<file path="config.mk">
export PLATFORM = sky130hd
export DESIGN_NAME = axi_lite_final_regs
export DESIGN_NICKNAME = d
export VERILOG_FILES = /design/src/rtl/axi_lite_final_regs.sv
export SDC_FILE = /design/constraint.sdc
export NUM_CORES = 1
export LEC_CHECK = 0
export BUFFER_PORTS_ARGS = -buffer_cell sky130_fd_sc_hd__buf_2
export CORE_ASPECT_RATIO = 0.6
export CORE_MARGIN = 5
export CORE_UTILIZATION = 40
export CTS_CLUSTER_DIAMETER = 150
export DETAILED_ROUTE_END_ITERATION = 16
export GPL_TIMING_DRIVEN = 0
export SYNTH_ARGS = -nofsm -noshare
export SYNTH_HDL_FRONTEND = slang
export SYNTH_SLANG_ARGS = --single-unit
</file>
<file path="constraint.sdc">
create_clock -name ACLK -period 6.15 [get_ports ACLK]
set_clock_uncertainty 0.15 [all_clocks]
set_input_delay 0.615 -clock ACLK [delete_from_list [all_inputs] [get_ports ACLK]]
set_output_delay 0.615 -clock ACLK [all_outputs]
set_load 0.01 [all_outputs]
</file>
<file path="src/rtl/axi_lite_final_regs.sv">
// ---------------------------------------------------------------------------
// axi_lite_final_regs
//
// AXI4-Lite slave register file. Decodes the byte window
// C_BASEADDR..C_HIGHADDR and holds C_NUM_REG 32-bit read/write registers.
// Single-beat writes with byte strobes and single-beat reads; at most one
// write and one read are outstanding at a time. The two channels run
// independently of each other.
//
// Optional feature (compile-time macro AXI_LITE_FINAL_PROT_EN):
//   defined   - accesses with PROT[0]=0 get SLVERR; the write is dropped
//               and a read returns 0.
//   undefined - AWPROT/ARPROT are ignored.
//
// Ports:
//   ACLK, ARESETN          clock (rising edge), async active-low reset
//   S_AXI_AW*              write address channel (ADDR, PROT, VALID, READY)
//   S_AXI_W*               write data channel (DATA, STRB, VALID, READY)
//   S_AXI_B*               write response channel (RESP, VALID, READY)
//   S_AXI_AR*              read address channel (ADDR, PROT, VALID, READY)
//   S_AXI_R*               read data channel (DATA, RESP, VALID, READY)
// ---------------------------------------------------------------------------
module axi_lite_final_regs #(
  parameter logic [31:0] C_BASEADDR         = 32'h8800_0000,
  parameter logic [31:0] C_HIGHADDR         = 32'h8800_01FF,
  parameter logic [31:0] C_S_AXI_MIN_SIZE   = 32'h0000_01FF,
  parameter int          C_S_AXI_ADDR_WIDTH = 32,
  parameter int          C_S_AXI_DATA_WIDTH = 32,
  parameter int          C_NUM_REG          = 4
) (
  input  logic                              ACLK,
  input  logic                              ARESETN,
  input  logic [C_S_AXI_ADDR_WIDTH-1:0]     S_AXI_AWADDR,
  input  logic [2:0]                        S_AXI_AWPROT,
  input  logic                              S_AXI_AWVALID,
  output logic                              S_AXI_AWREADY,
  input  logic [C_S_AXI_DATA_WIDTH-1:0]     S_AXI_WDATA,
  input  logic [C_S_AXI_DATA_WIDTH/8-1:0]   S_AXI_WSTRB,
  input  logic                              S_AXI_WVALID,
  output logic                              S_AXI_WREADY,
  output logic [1:0]                        S_AXI_BRESP,
  output logic                              S_AXI_BVALID,
  input  logic                              S_AXI_BREADY,
  input  logic [C_S_AXI_ADDR_WIDTH-1:0]     S_AXI_ARADDR,
  input  logic [2:0]                        S_AXI_ARPROT,
  input  logic                              S_AXI_ARVALID,
  output logic                              S_AXI_ARREADY,
  output logic [C_S_AXI_DATA_WIDTH-1:0]     S_AXI_RDATA,
  output logic [1:0]                        S_AXI_RRESP,
  output logic                              S_AXI_RVALID,
  input  logic                              S_AXI_RREADY
);

  localparam int ADDR_W   = C_S_AXI_ADDR_WIDTH;
  localparam int DATA_W   = C_S_AXI_DATA_WIDTH;
  localparam int STRB_W   = DATA_W / 8;
  localparam int LOG2_REG = $clog2(C_NUM_REG);
  // A single-register build still needs a one-bit index to keep slices legal.
  localparam int IDX_W    = (LOG2_REG > 0) ? LOG2_REG : 1;

  localparam logic [ADDR_W-1:0] BASE = ADDR_W'(C_BASEADDR);
  localparam logic [ADDR_W-1:0] HIGH = ADDR_W'(C_HIGHADDR);

  localparam logic [1:0] RESP_OKAY   = 2'b00;
  localparam logic [1:0] RESP_SLVERR = 2'b10;

`ifdef AXI_LITE_FINAL_PROT_EN
  localparam bit PROT_EN = 1'b1;
`else
  localparam bit PROT_EN = 1'b0;
`endif

  logic [DATA_W-1:0] regs [C_NUM_REG];

  logic              aw_ready, w_ready, b_valid;
  logic [1:0]        b_resp;
  logic              ar_ready, r_valid;
  logic [1:0]        r_resp;
  logic [DATA_W-1:0] r_data;

  logic [ADDR_W-1:0] wr_offset, rd_offset;
  logic              wr_in_win, rd_in_win, wr_mapped, rd_mapped;
  logic              wr_prot_ok, rd_prot_ok, wr_en, wr_fire, rd_fire;
  logic [IDX_W-1:0]  wr_idx, rd_idx;
  logic [1:0]        wr_resp, rd_resp;
  logic [DATA_W-1:0] rd_value;
  logic              unused_bits;

  // Address decode for both channels. In-window addresses beyond the last
  // register are still OKAY but read as zero and ignore writes; only
  // out-of-window (or, with the protection check, unprivileged) accesses
  // produce SLVERR.
  always_comb begin
    wr_in_win  = (S_AXI_AWADDR >= BASE) && (S_AXI_AWADDR <= HIGH);
    wr_offset  = S_AXI_AWADDR - BASE;
    wr_mapped  = (wr_offset[ADDR_W-1:2] >> LOG2_REG) == '0;
    wr_idx     = wr_offset[IDX_W+1:2];
    wr_prot_ok = !PROT_EN || S_AXI_AWPROT[0];
    wr_resp    = (wr_in_win && wr_prot_ok) ? RESP_OKAY : RESP_SLVERR;
    wr_en      = wr_in_win && wr_prot_ok && wr_mapped;

    rd_in_win  = (S_AXI_ARADDR >= BASE) && (S_AXI_ARADDR <= HIGH);
    rd_offset  = S_AXI_ARADDR - BASE;
    rd_mapped  = (rd_offset[ADDR_W-1:2] >> LOG2_REG) == '0;
    rd_idx     = rd_offset[IDX_W+1:2];
    rd_prot_ok = !PROT_EN || S_AXI_ARPROT[0];
    rd_resp    = (rd_in_win && rd_prot_ok) ? RESP_OKAY : RESP_SLVERR;
    rd_value   = (rd_in_win && rd_prot_ok && rd_mapped) ? regs[rd_idx] : '0;
  end

  // Byte offsets within a word and PROT bits are deliberately not decoded.
  assign unused_bits = ^{wr_offset[1:0], rd_offset[1:0], S_AXI_AWPROT, S_AXI_ARPROT};

  // A handshake cycle is one where our registered ready pulse meets the
  // master's still-asserted valids.
  assign wr_fire = aw_ready && S_AXI_AWVALID && S_AXI_WVALID;
  assign rd_fire = ar_ready && S_AXI_ARVALID;

  // Write address/data/response. AW and W are accepted together only, and
  // never while a response is still waiting, so BRESP cannot change under
  // a pending BVALID.
  always_ff @(posedge ACLK or negedge ARESETN) begin
    if (!ARESETN) begin
      aw_ready <= 1'b0;
      w_ready  <= 1'b0;
      b_valid  <= 1'b0;
      b_resp   <= RESP_OKAY;
    end else begin
      aw_ready <= S_AXI_AWVALID && S_AXI_WVALID && !aw_ready && !b_valid;
      w_ready  <= S_AXI_AWVALID && S_AXI_WVALID && !aw_ready && !b_valid;
      if (wr_fire) begin
        b_valid <= 1'b1;
        b_resp  <= wr_resp;
      end else if (b_valid && S_AXI_BREADY) begin
        b_valid <= 1'b0;
      end
    end
  end

  // Register storage with per-byte write enables.
  always_ff @(posedge ACLK or negedge ARESETN) begin
    if (!ARESETN) begin
      for (int i = 0; i < C_NUM_REG; i++) begin
        regs[i] <= '0;
      end
    end else if (wr_fire && wr_en) begin
      for (int k = 0; k < STRB_W; k++) begin
        if (S_AXI_WSTRB[k]) begin
          regs[wr_idx][8*k +: 8] <= S_AXI_WDATA[8*k +: 8];
        end
      end
    end
  end

  // Read address/data. Data is sampled from the register array on the
  // handshake edge, so a same-edge write to the same register is not seen.
  always_ff @(posedge ACLK or negedge ARESETN) begin
    if (!ARESETN) begin
      ar_ready <= 1'b0;
      r_valid  <= 1'b0;
      r_resp   <= RESP_OKAY;
      r_data   <= '0;
    end else begin
      ar_ready <= S_AXI_ARVALID && !ar_ready && !r_valid;
      if (rd_fire) begin
        r_valid <= 1'b1;
        r_resp  <= rd_resp;
        r_data  <= rd_value;
      end else if (r_valid && S_AXI_RREADY) begin
        r_valid <= 1'b0;
      end
    end
  end

  assign S_AXI_AWREADY = aw_ready;
  assign S_AXI_WREADY  = w_ready;
  assign S_AXI_BVALID  = b_valid;
  assign S_AXI_BRESP   = b_resp;
  assign S_AXI_ARREADY = ar_ready;
  assign S_AXI_RVALID  = r_valid;
  assign S_AXI_RRESP   = r_resp;
  assign S_AXI_RDATA   = r_data;

endmodule

</file>
==> reports/qor.yml, run 1 <==
status: "finished, violations left"
violations: "hold timing"
tightest_slew_ns: 0.794
fillers: 1596
cp.required_ns: 6.30
period_share_pct: 48.0
grt_use_met2_pct: 28.4
multiInputGateArea_sq_mm: 0.00316
maxSlewHeadroom_pct: 47.0
period_minus_slack_ns: 2.95
clock_sinks: 166
use_met1_pct: 23.0
synth_top_area_share_pct: 54.9
clockRootBuffer: "clkbuf_16"
seqCellArea_sq_mm: 0.00415
final.setup.tns_ns: 0
critPathLaunch: "S_AXI_AWADDR[28]"
grt.busiest_layer: "met2"
vias_per_cell: 5.12
fin_hold_ws_ns: -0.000126
place_area_sq_mm: 0.00860
crit_path_end_kind: "flip-flop"
start_util_pct: 41.3
ios: 154
netlist_area_sq_mm: 0.00756
synth_area_leaders: "dfrtp_1, mux2_2, mux4_2, nor4_4, nand2_1"
synth_cell_type_count: 36
synth_enable_flop_cells: 0
detail-route-antenna-nets: 0
arrival_ns: 3.10
r2r-end: "regs[52]"
die_y_um: 116
layout_common_cells: "dfrtp_1, buf_2, mux2_2"
h-tree-depth: 4
worstSkewPairLatency_ns: 0.42
post-dp-hpwl_um: 13100
p_leak_nw: 4.61
clk_pin_slew_ns: 0.07
grt_pass1_vias: 5389
power.density_mw_per_mm2: 248
cts_tree: "yes"
cts_max_path_buffers: 2
cts_setup_buffers: 0
coreArea_sq_mm: 0.0183
max_freq_ghz: 0.339
ctsHoldBuffers: 0
cts_resized: 0
r2r_setup_slack_ns: 3.47
synth_ff_type: "dfrtp_1"
drt_iter0_markers: 287
crit_fanout: 10
drive_above_1_share_pct: 50.3
cp-start-kind: "input pin"
syn_inst: 528
wl_per_cell_um: 19.1
dieArea_sq_mm: 0.0218
fin_cells: 942
syn_avg_cell_area_sq_um: 14.3
hold_viol: 1
vdd_drop_max_mv: 0.185
endpoint: "regs[52]"
maxSlewViolCount: 0
finalSetupViolCount: 0
drcViolationCount: 0
grt_use_total_pct: 17.2
ys_ff_latch: 166
cap_violations: 0
nNetsFinal: 804
rsz0062_at_grt: "no"
critical_path_class: "in2reg"
r2r_cells: 5
grt_pass1_wl_um: 29200
drt_wl_total_um: 18000
yosysTopAreaCell: "dfrtp_1"
rows: 38
r2r-start: "S_AXI_WREADY"
grt_use_met3_pct: 5.17
yosysWarnings: 0
mostFrequentLayoutCell: "dfrtp_1"
die_w_um: 187
ys_async_sr_fraction_pct: 100
gp_routability_congestion: 0.788
antenna_found_initial: 1
place_inst: 910
grt_max_degree: 97
syn_to_final_growth_pct: 21.6
place.port_buffers: 140
yosysSeqAreaShare_pct: 54.9
hold_class: "in2async"
vias: 4822
final_cell_area_sq_mm: 0.00919
grt-ovfl-total: 0
numCtsBuffers: 17
drt_pass1_iterations: 4
insertedDiodeCount: 0
==> per-layer routing <==
layer | share of wire, % | wire, um | vias up
li1 | - | - | 2229
met1 | 47 | 8410 | 2468
met2 | 48 | 8550 | 112
met3 | 5.0 | 900 | 11
met4 | 0.59 | 106 | 2
met5 | 0.039 | 7 | -
==> registers in the layout, indices dropped and copies added, names as in the netlist <==
signal	cells
S_AXI_ARREADY	1
S_AXI_BRESP	1
S_AXI_BVALID	1
S_AXI_RDATA	32
S_AXI_RRESP	1
S_AXI_RVALID	1
S_AXI_WREADY	1
regs	128
==> worst max-delay path, stage by stage <==
cell	delay, ns
buf_2	0.16
inv_1	0.06
ha_1	0.27
nor4b_2	0.21
nand4_2	0.34
buf_4	0.35
nor4_4	0.66
mux2_2	0.41
==> kinds of logic (layout without fill, tap and decap cells) <==
family,after synthesis,after routing,synth area share [%]
multiplexers,160,160,28.6
AO/OA/AOI/OAI,36,36,2.48
AND/OR/NAND/NOR,101,101,10.0
adder cells (fa/ha/maj),2,2,0.331
flip-flops,166,166,54.9
other,1,2,0.0496
buffers and inverters,60,233,3.33
XOR/XNOR,2,2,0.232
==> synth_stat cells, types with 2 or more instances <==
cell type and count:
nand2_1 45, buf_2 3, clkbuf_1 12, nor2_1 6, nor3_1 3, nor4_4 13
buf_4 6, xnor2_1 2, o21ai_0 33, mux2_2 121, nor4_1 6, mux2_1 7
inv_1 38, mux4_2 32, nand3_1 6, or4_1 3, nor4b_2 3, ha_1 2
nor3b_1 4, nand4_1 2, dfrtp_1 166
==> through the flow <==
| stage | util (%) | power (mW) | worst slack (ns) |
|---|---|---|---|
| after floorplan | - | 1.16 | 3.41 |
| after global placement | 46.8 | 1.24 | 1.92 |
| after detailed placement | 47.0 | 1.24 | 2.76 |
| after CTS | 50.2 | 2.31 | 3.18 |
| after global routing | 50.2 | 2.37 | 3.06 |
| final | 50.2 | 2.28 | 3.20 |
==> power breakdown <==
part | internal [mW] | leakage [nW] | switching (mW)
combinational | 0.0466 | 2.02 | 0.0757
clock | 0.615 | 0.277 | 0.447
sequential | 1.09 | 2.31 | 0.00243
==> how the worst min path moves through the flow <==
stage                             from             end  cells past startpoint
after floorplan                ARESETN   S_AXI_ARREADY                      0
after global placement    S_AXI_BVALID    S_AXI_WREADY                      1
after detailed placement  S_AXI_BVALID    S_AXI_WREADY                      1
after CTS                      ARESETN  S_AXI_RDATA[6]                      1
after global routing           ARESETN  S_AXI_RDATA[6]                      1
final                          ARESETN  S_AXI_RDATA[6]                      1
==> final cells by class <==
type	count	area share, %
flip-flops and latches	166	45.2
multi-input cells	303	34.4
repair buffers	141	8.03
clock buffers	19	4.82
well taps	240	3.27
clock inverters	13	1.61
inverters	38	1.55
plain buffers	22	1.18
Note: power is estimated with default switching activity, not from simulation.
==> run 2, diff against run 1 <==
==> constraint.sdc (replaced) <==
create_clock -name ACLK -period 2.5 [get_ports ACLK]
set_clock_uncertainty 0.15 [all_clocks]
set_input_delay 0.25 -clock ACLK [delete_from_list [all_inputs] [get_ports ACLK]]
set_output_delay 0.25 -clock ACLK [all_outputs]
set_load 0.01 [all_outputs]
==> reports/qor.yml, run 2 (same netlist as run 1, synthesis figures left out) <==
status: "finished, final reports clean"
top_register: "regs"
h-tree-depth: 4
coreArea_sq_mm: 0.0183
rsz0062_at_grt: "no"
drt_wl_total_um: 18500
r2r-end: "regs[88]"
cap_violations: 0
mostFrequentLayoutCell: "dfrtp_1"
arrival_ns: 2.51
r2r_setup_slack_ns: 0.13
worstHoldStart: "S_AXI_ARADDR[16]"
syn_to_final_growth_pct: 29.4
die_y_um: 116
worstSkewPairLatency_ns: 0.41
clockRootBuffer: "clkbuf_16"
critical_path_class: "reg2reg"
cp.required_ns: 2.65
cts_max_path_buffers: 2
antenna_found_initial: 1
crit_fanout: 8
die_w_um: 187
wl_met3_um: 974
r2r-start: "S_AXI_WREADY"
r2r_cells: 5
drive_above_1_share_pct: 48.5
hold_class: "in2reg"
p_switching_mw: 1.30
path_delay_family: "simple AND/OR/NAND/NOR gates"
hold_depth: 4
place.port_buffers: 140
vdd_drop_max_mv: 0.461
dr_wl_met2_um: 8970
power.density_mw_per_mm2: 579
max_stage_delay_ns: 0.51
grt_pass1_vias: 5647
gp_routability_congestion: 0.788
drt_pass1_iterations: 4
clkPwrFrac_pct: 46.1
clock_sinks: 166
grt-ovfl-total: 0
layout_common_cells: "dfrtp_1, buf_2, mux2_2"
hold_viol: 0
max_freq_ghz: 0.423
ios: 154
met1Wirelength_um: 8380
detail-route-antenna-nets: 0
power_frac_comb_pct: 6.2
final.setup.tns_ns: 0
nNetsFinal: 850
crit_path_end_kind: "flip-flop"
grt_max_degree: 97
p_int_mw: 4.36
cp-start-kind: "flip-flop"
period_share_pct: 94.6
drt_iter0_markers: 307
fin_cells: 990
post-dp-hpwl_um: 13100
tightest_slew_ns: 0.760
wl_per_cell_um: 18.7
dieArea_sq_mm: 0.0218
pwr-share-seq_pct: 47.7
p_leak_nw: 4.85
period_minus_slack_ns: 2.37
cts_tree: "yes"
path_cells: "and3_1, nand4_4, or4_1, clkbuf_1, mux2_2"
vias_per_cell: 5.07
path_buf_inv: 1
swShare_pct: 23.0
grt_pass1_wl_um: 30200
drcViolationCount: 0
slowest_stage: "or4_1"
vias: 5024
maxSlewHeadroom_pct: 48.6
highest_layer: "met4"
rows: 38
clk_pin_slew_ns: 0.07
numCtsBuffers: 17
holdPathEnd: "S_AXI_RRESP[1]"
grt_use_total_pct: 17.7
finalSetupViolCount: 0
place_inst: 910
start_util_pct: 41.3
largest_register_ffs: 128
maxSlewViolCount: 0
-- run 2: changes by cell type in the layout (fill, tap and decap cells not counted), sizes merged --
cell | before | now
diode | 0 | 2
clkbuf | 31 | 29
buf | 151 | 161
dlygate4sd3 | 0 | 38
-- run 2: what timing repair did --
item | 4_1_cts | 5_1_grt
endpoints found under the hold margin | 202 | 0
hold buffers | 38 | 0
gates resized for setup | 0 | 1
pin swaps | 10 | 0
endpoints found under the setup margin | 80 | 40
setup buffers | 10 | 0
-- run 2: final cells by class --
| class | instances | area (sq um) |
|---|---|---|
| antenna | 2 | 5.00 |
| clock buffer | 19 | 443 |
| fill | 1543 | 8520 |
| inverter | 38 | 143 |
| tap | 240 | 300 |
| sequential | 166 | 4150 |
| buffer | 20 | 101 |
| multi-input combinational | 303 | 3170 |
| clock inverter | 13 | 148 |
| timing repair buffer | 189 | 1320 |
-- run 2: worst max-delay path by stage --
stage / from / to / cells past startpoint
after floorplan: S_AXI_AWADDR[27] / regs[116] / 7
after global placement: ARESETN / regs[19] / 1
after detailed placement: S_AXI_AWADDR[28] / regs[21] / 8
after CTS: S_AXI_WREADY / regs[126] / 5
after global routing: S_AXI_WREADY / regs[93] / 5
final: S_AXI_WREADY / regs[88] / 5
-- run 2: layer usage --
| layer | up-vias | track usage, % |
|---|---|---|
| met5 | - | 0 |
| met4 | 0 | 3.71 |
| met3 | 11 | 4.93 |
| met2 | 116 | 29.9 |
| met1 | 2569 | 23.5 |
| li1 | 2328 | - |
-- run 2: tightest hold or removal path, stage by stage --
cell and delay, ns:
buf_2 0.08, nor4_1 0.03, nand3_1 0.09, o22a_1 0.13
-- run 2: per-stage QoR --
stage | cell area, sq um | power, mW | hold WS [ns] | util (%) | worst slack [ns]
finish | 9780 | 5.66 | 0.0586 | 53.4 | 0.134
global route | 9780 | 5.88 | 0.0722 | 53.4 | 0.00358
CTS | 9770 | 5.73 | 0.0465 | 53.4 | 0.0211
detailed placement | 8600 | 3.06 | 0.0967 | 47.0 | -0.526
global placement | 8570 | 3.04 | 0.290 | 46.8 | -1.36
floorplan | 7560 | 2.85 | -0.196 | - | 0.130
-- run 2: power groups by stage --
stage	Clock (mW)	Combinational, mW	Sequential, mW
final	2.61	0.351	2.70
after CTS	2.67	0.357	2.70
after detailed placement	0	0.308	2.75
after global placement	0	0.290	2.75
after floorplan	0	0.0915	2.75
after global routing	2.79	0.394	2.70
==> run 3, diff against run 2 <==
--- a/config.mk
+++ b/config.mk
@@ -5,10 +5,10 @@
 export SDC_FILE = /design/constraint.sdc
 export NUM_CORES = 1
 export LEC_CHECK = 0
-export BUFFER_PORTS_ARGS = -buffer_cell sky130_fd_sc_hd__buf_2
+export BUFFER_PORTS_ARGS = -buffer_cell sky130_fd_sc_hd__clkbuf_2
 export CORE_ASPECT_RATIO = 0.6
 export CORE_MARGIN = 5
-export CORE_UTILIZATION = 40
+export CORE_UTILIZATION = 35
 export CTS_CLUSTER_DIAMETER = 150
 export DETAILED_ROUTE_END_ITERATION = 16
 export GPL_TIMING_DRIVEN = 0
==> reports/qor.yml, run 3 (same netlist as run 1, synthesis figures left out) <==
status: "finished, final reports clean"
cts_max_path_buffers: 2
numCtsBuffers: 17
clock_sinks: 166
drcViolationCount: 0
r2r_setup_slack_ns: 0.12
fin_cells: 1030
cap_violations: 0
period_minus_slack_ns: 2.40
rsz0062_at_grt: "no"
nNetsFinal: 854
p_int_mw: 4.21
crit_fanout: 8
detail-route-antenna-nets: 0
fin_ws_ns: 0.104
finalSetupViolCount: 0
crit_path_end_kind: "flip-flop"
fin_hold_ws_ns: 0.0428
grt_max_degree: 90
r2r_cells: 5
tightest_slew_ns: 0.803
critical_path_class: "in2reg"
worstSkewPairLatency_ns: 0.42
grt_pass1_vias: 5624
post-dp-hpwl_um: 14400
die_y_um: 124
maxSlewViolCount: 0
drive_above_1_share_pct: 48.6
grt.busiest_layer: "met2"
power.density_mw_per_mm2: 555
dieArea_sq_mm: 0.0247
multiInputGateArea_sq_mm: 0.00318
critPathLaunch: "S_AXI_AWADDR[28]"
grt_use_met2_pct: 27.0
post-place-ws_ns: -0.834
top_register: "regs"
start_util_pct: 35.8
clk_pin_slew_ns: 0.06
clkPwrFrac_pct: 43.7
r2r-start: "S_AXI_WREADY"
cp.required_ns: 2.66
swShare_pct: 22.6
clockRootBuffer: "clkbuf_16"
rows: 41
p_switching_mw: 1.23
final.setup.tns_ns: 0
grt_use_total_pct: 16.3
p_leak_nw: 4.84
grt-ovfl-total: 0
seqCellArea_sq_mm: 0.00415
vias_per_cell: 4.97
ios: 154
hold_viol: 0
gp_routability_congestion: 0.825
drt_iter0_markers: 147
vias: 5117
syn_to_final_growth_pct: 29.5
maxSlewHeadroom_pct: 45.7
max_freq_ghz: 0.417
use_met1_pct: 21.7
grt_use_met3_pct: 3.92
cp-start-kind: "input pin"
period_share_pct: 95.8
place.port_buffers: 140
arrival_ns: 2.55
power_frac_comb_pct: 6.5
vdd_drop_max_mv: 0.436
grt_pass1_wl_um: 30500
largest_register_ffs: 128
layout_common_cells: "dfrtp_1, clkbuf_2, mux2_2"
insertedDiodeCount: 0
wl_per_cell_um: 18.7
die_w_um: 200
drt_wl_total_um: 19200
place_inst: 949
hold_class: "in2reg"
drt_pass1_iterations: 4
mostFrequentLayoutCell: "dfrtp_1"
antenna_found_initial: 0
h-tree-depth: 4
fillers: 1879
r2r-end: "regs[120]"
coreArea_sq_mm: 0.0211
finish.utilization_pct: 46.3
pwr-share-seq_pct: 49.7
cts_tree: "yes"
endpoint: "regs[120]"
## run 3: cell count changes in the layout (fill, tap and decap cells not counted), moves of 2 or more
cell / delta
clkinv_2: +3
buf_2: -139
buf_4: +4
inv_6: -4
clkbuf_1: +2
bufinv_16: -2
clkinv_4: -2
clkbuf_8: +4
diode_2: -2
clkbuf_2: +139
## run 3: cell type report
class                      instances  area share, %
sequential                       166           42.4
multi-input combinational        303           32.4
timing repair buffer             192           13.6
clock buffer                      23           4.98
tap                              279           3.56
inverter                          38           1.46
buffer                            21           1.07
clock inverter                     8          0.511
## run 3: routing by layer
layer / vias up / share of wire [%]
met1: 2628 / 44
met4: 0 / 1.2
met2: 132 / 48
met5: - / 0
met3: 17 / 6.1
li1: 2340 / -
## run 3: power groups by stage
stage / combinational [mW] / sequential (mW) / clock [mW]
global route: 0.396 / 2.70 / 2.56
CTS: 0.364 / 2.70 / 2.46
floorplan: 0.0915 / 2.75 / 0
finish: 0.356 / 2.70 / 2.38
detailed placement: 0.310 / 2.75 / 0
global placement: 0.291 / 2.75 / 0
## run 3: worst min path at each step
stage | startpoint | to | depth (start not counted)
global placement | S_AXI_RREADY | S_AXI_RVALID | 2
finish | S_AXI_ARADDR[14] | S_AXI_RRESP[1] | 4
detailed placement | ARESETN | S_AXI_RDATA[30] | 1
floorplan | ARESETN | S_AXI_ARREADY | 0
CTS | S_AXI_ARADDR[14] | S_AXI_RRESP[1] | 4
global route | S_AXI_ARADDR[14] | S_AXI_RRESP[1] | 4
## run 3: worst max-delay path, stage by stage
cell and delay (ns):
clkbuf_2 0.15, inv_1 0.06, ha_1 0.35, nor4b_4 0.32
nand4_4 0.25, or4_1 0.51, clkbuf_1 0.29, mux2_2 0.36
## run 3: metrics by stage
stage | cell area, sq um | power [mW]
after CTS | 9800 | 5.52
final | 9790 | 5.44
after global placement | 8610 | 3.04
after floorplan | 7560 | 2.85
after detailed placement | 8650 | 3.06
after global routing | 9790 | 5.66
## run 3: timing repair
action	4_1_cts	5_1_grt
pin swaps	11	0
endpoints found under the hold margin	220	0
endpoints found under the setup margin	128	32
resized for setup	2	1
setup buffers	13	0
hold buffers	38	0
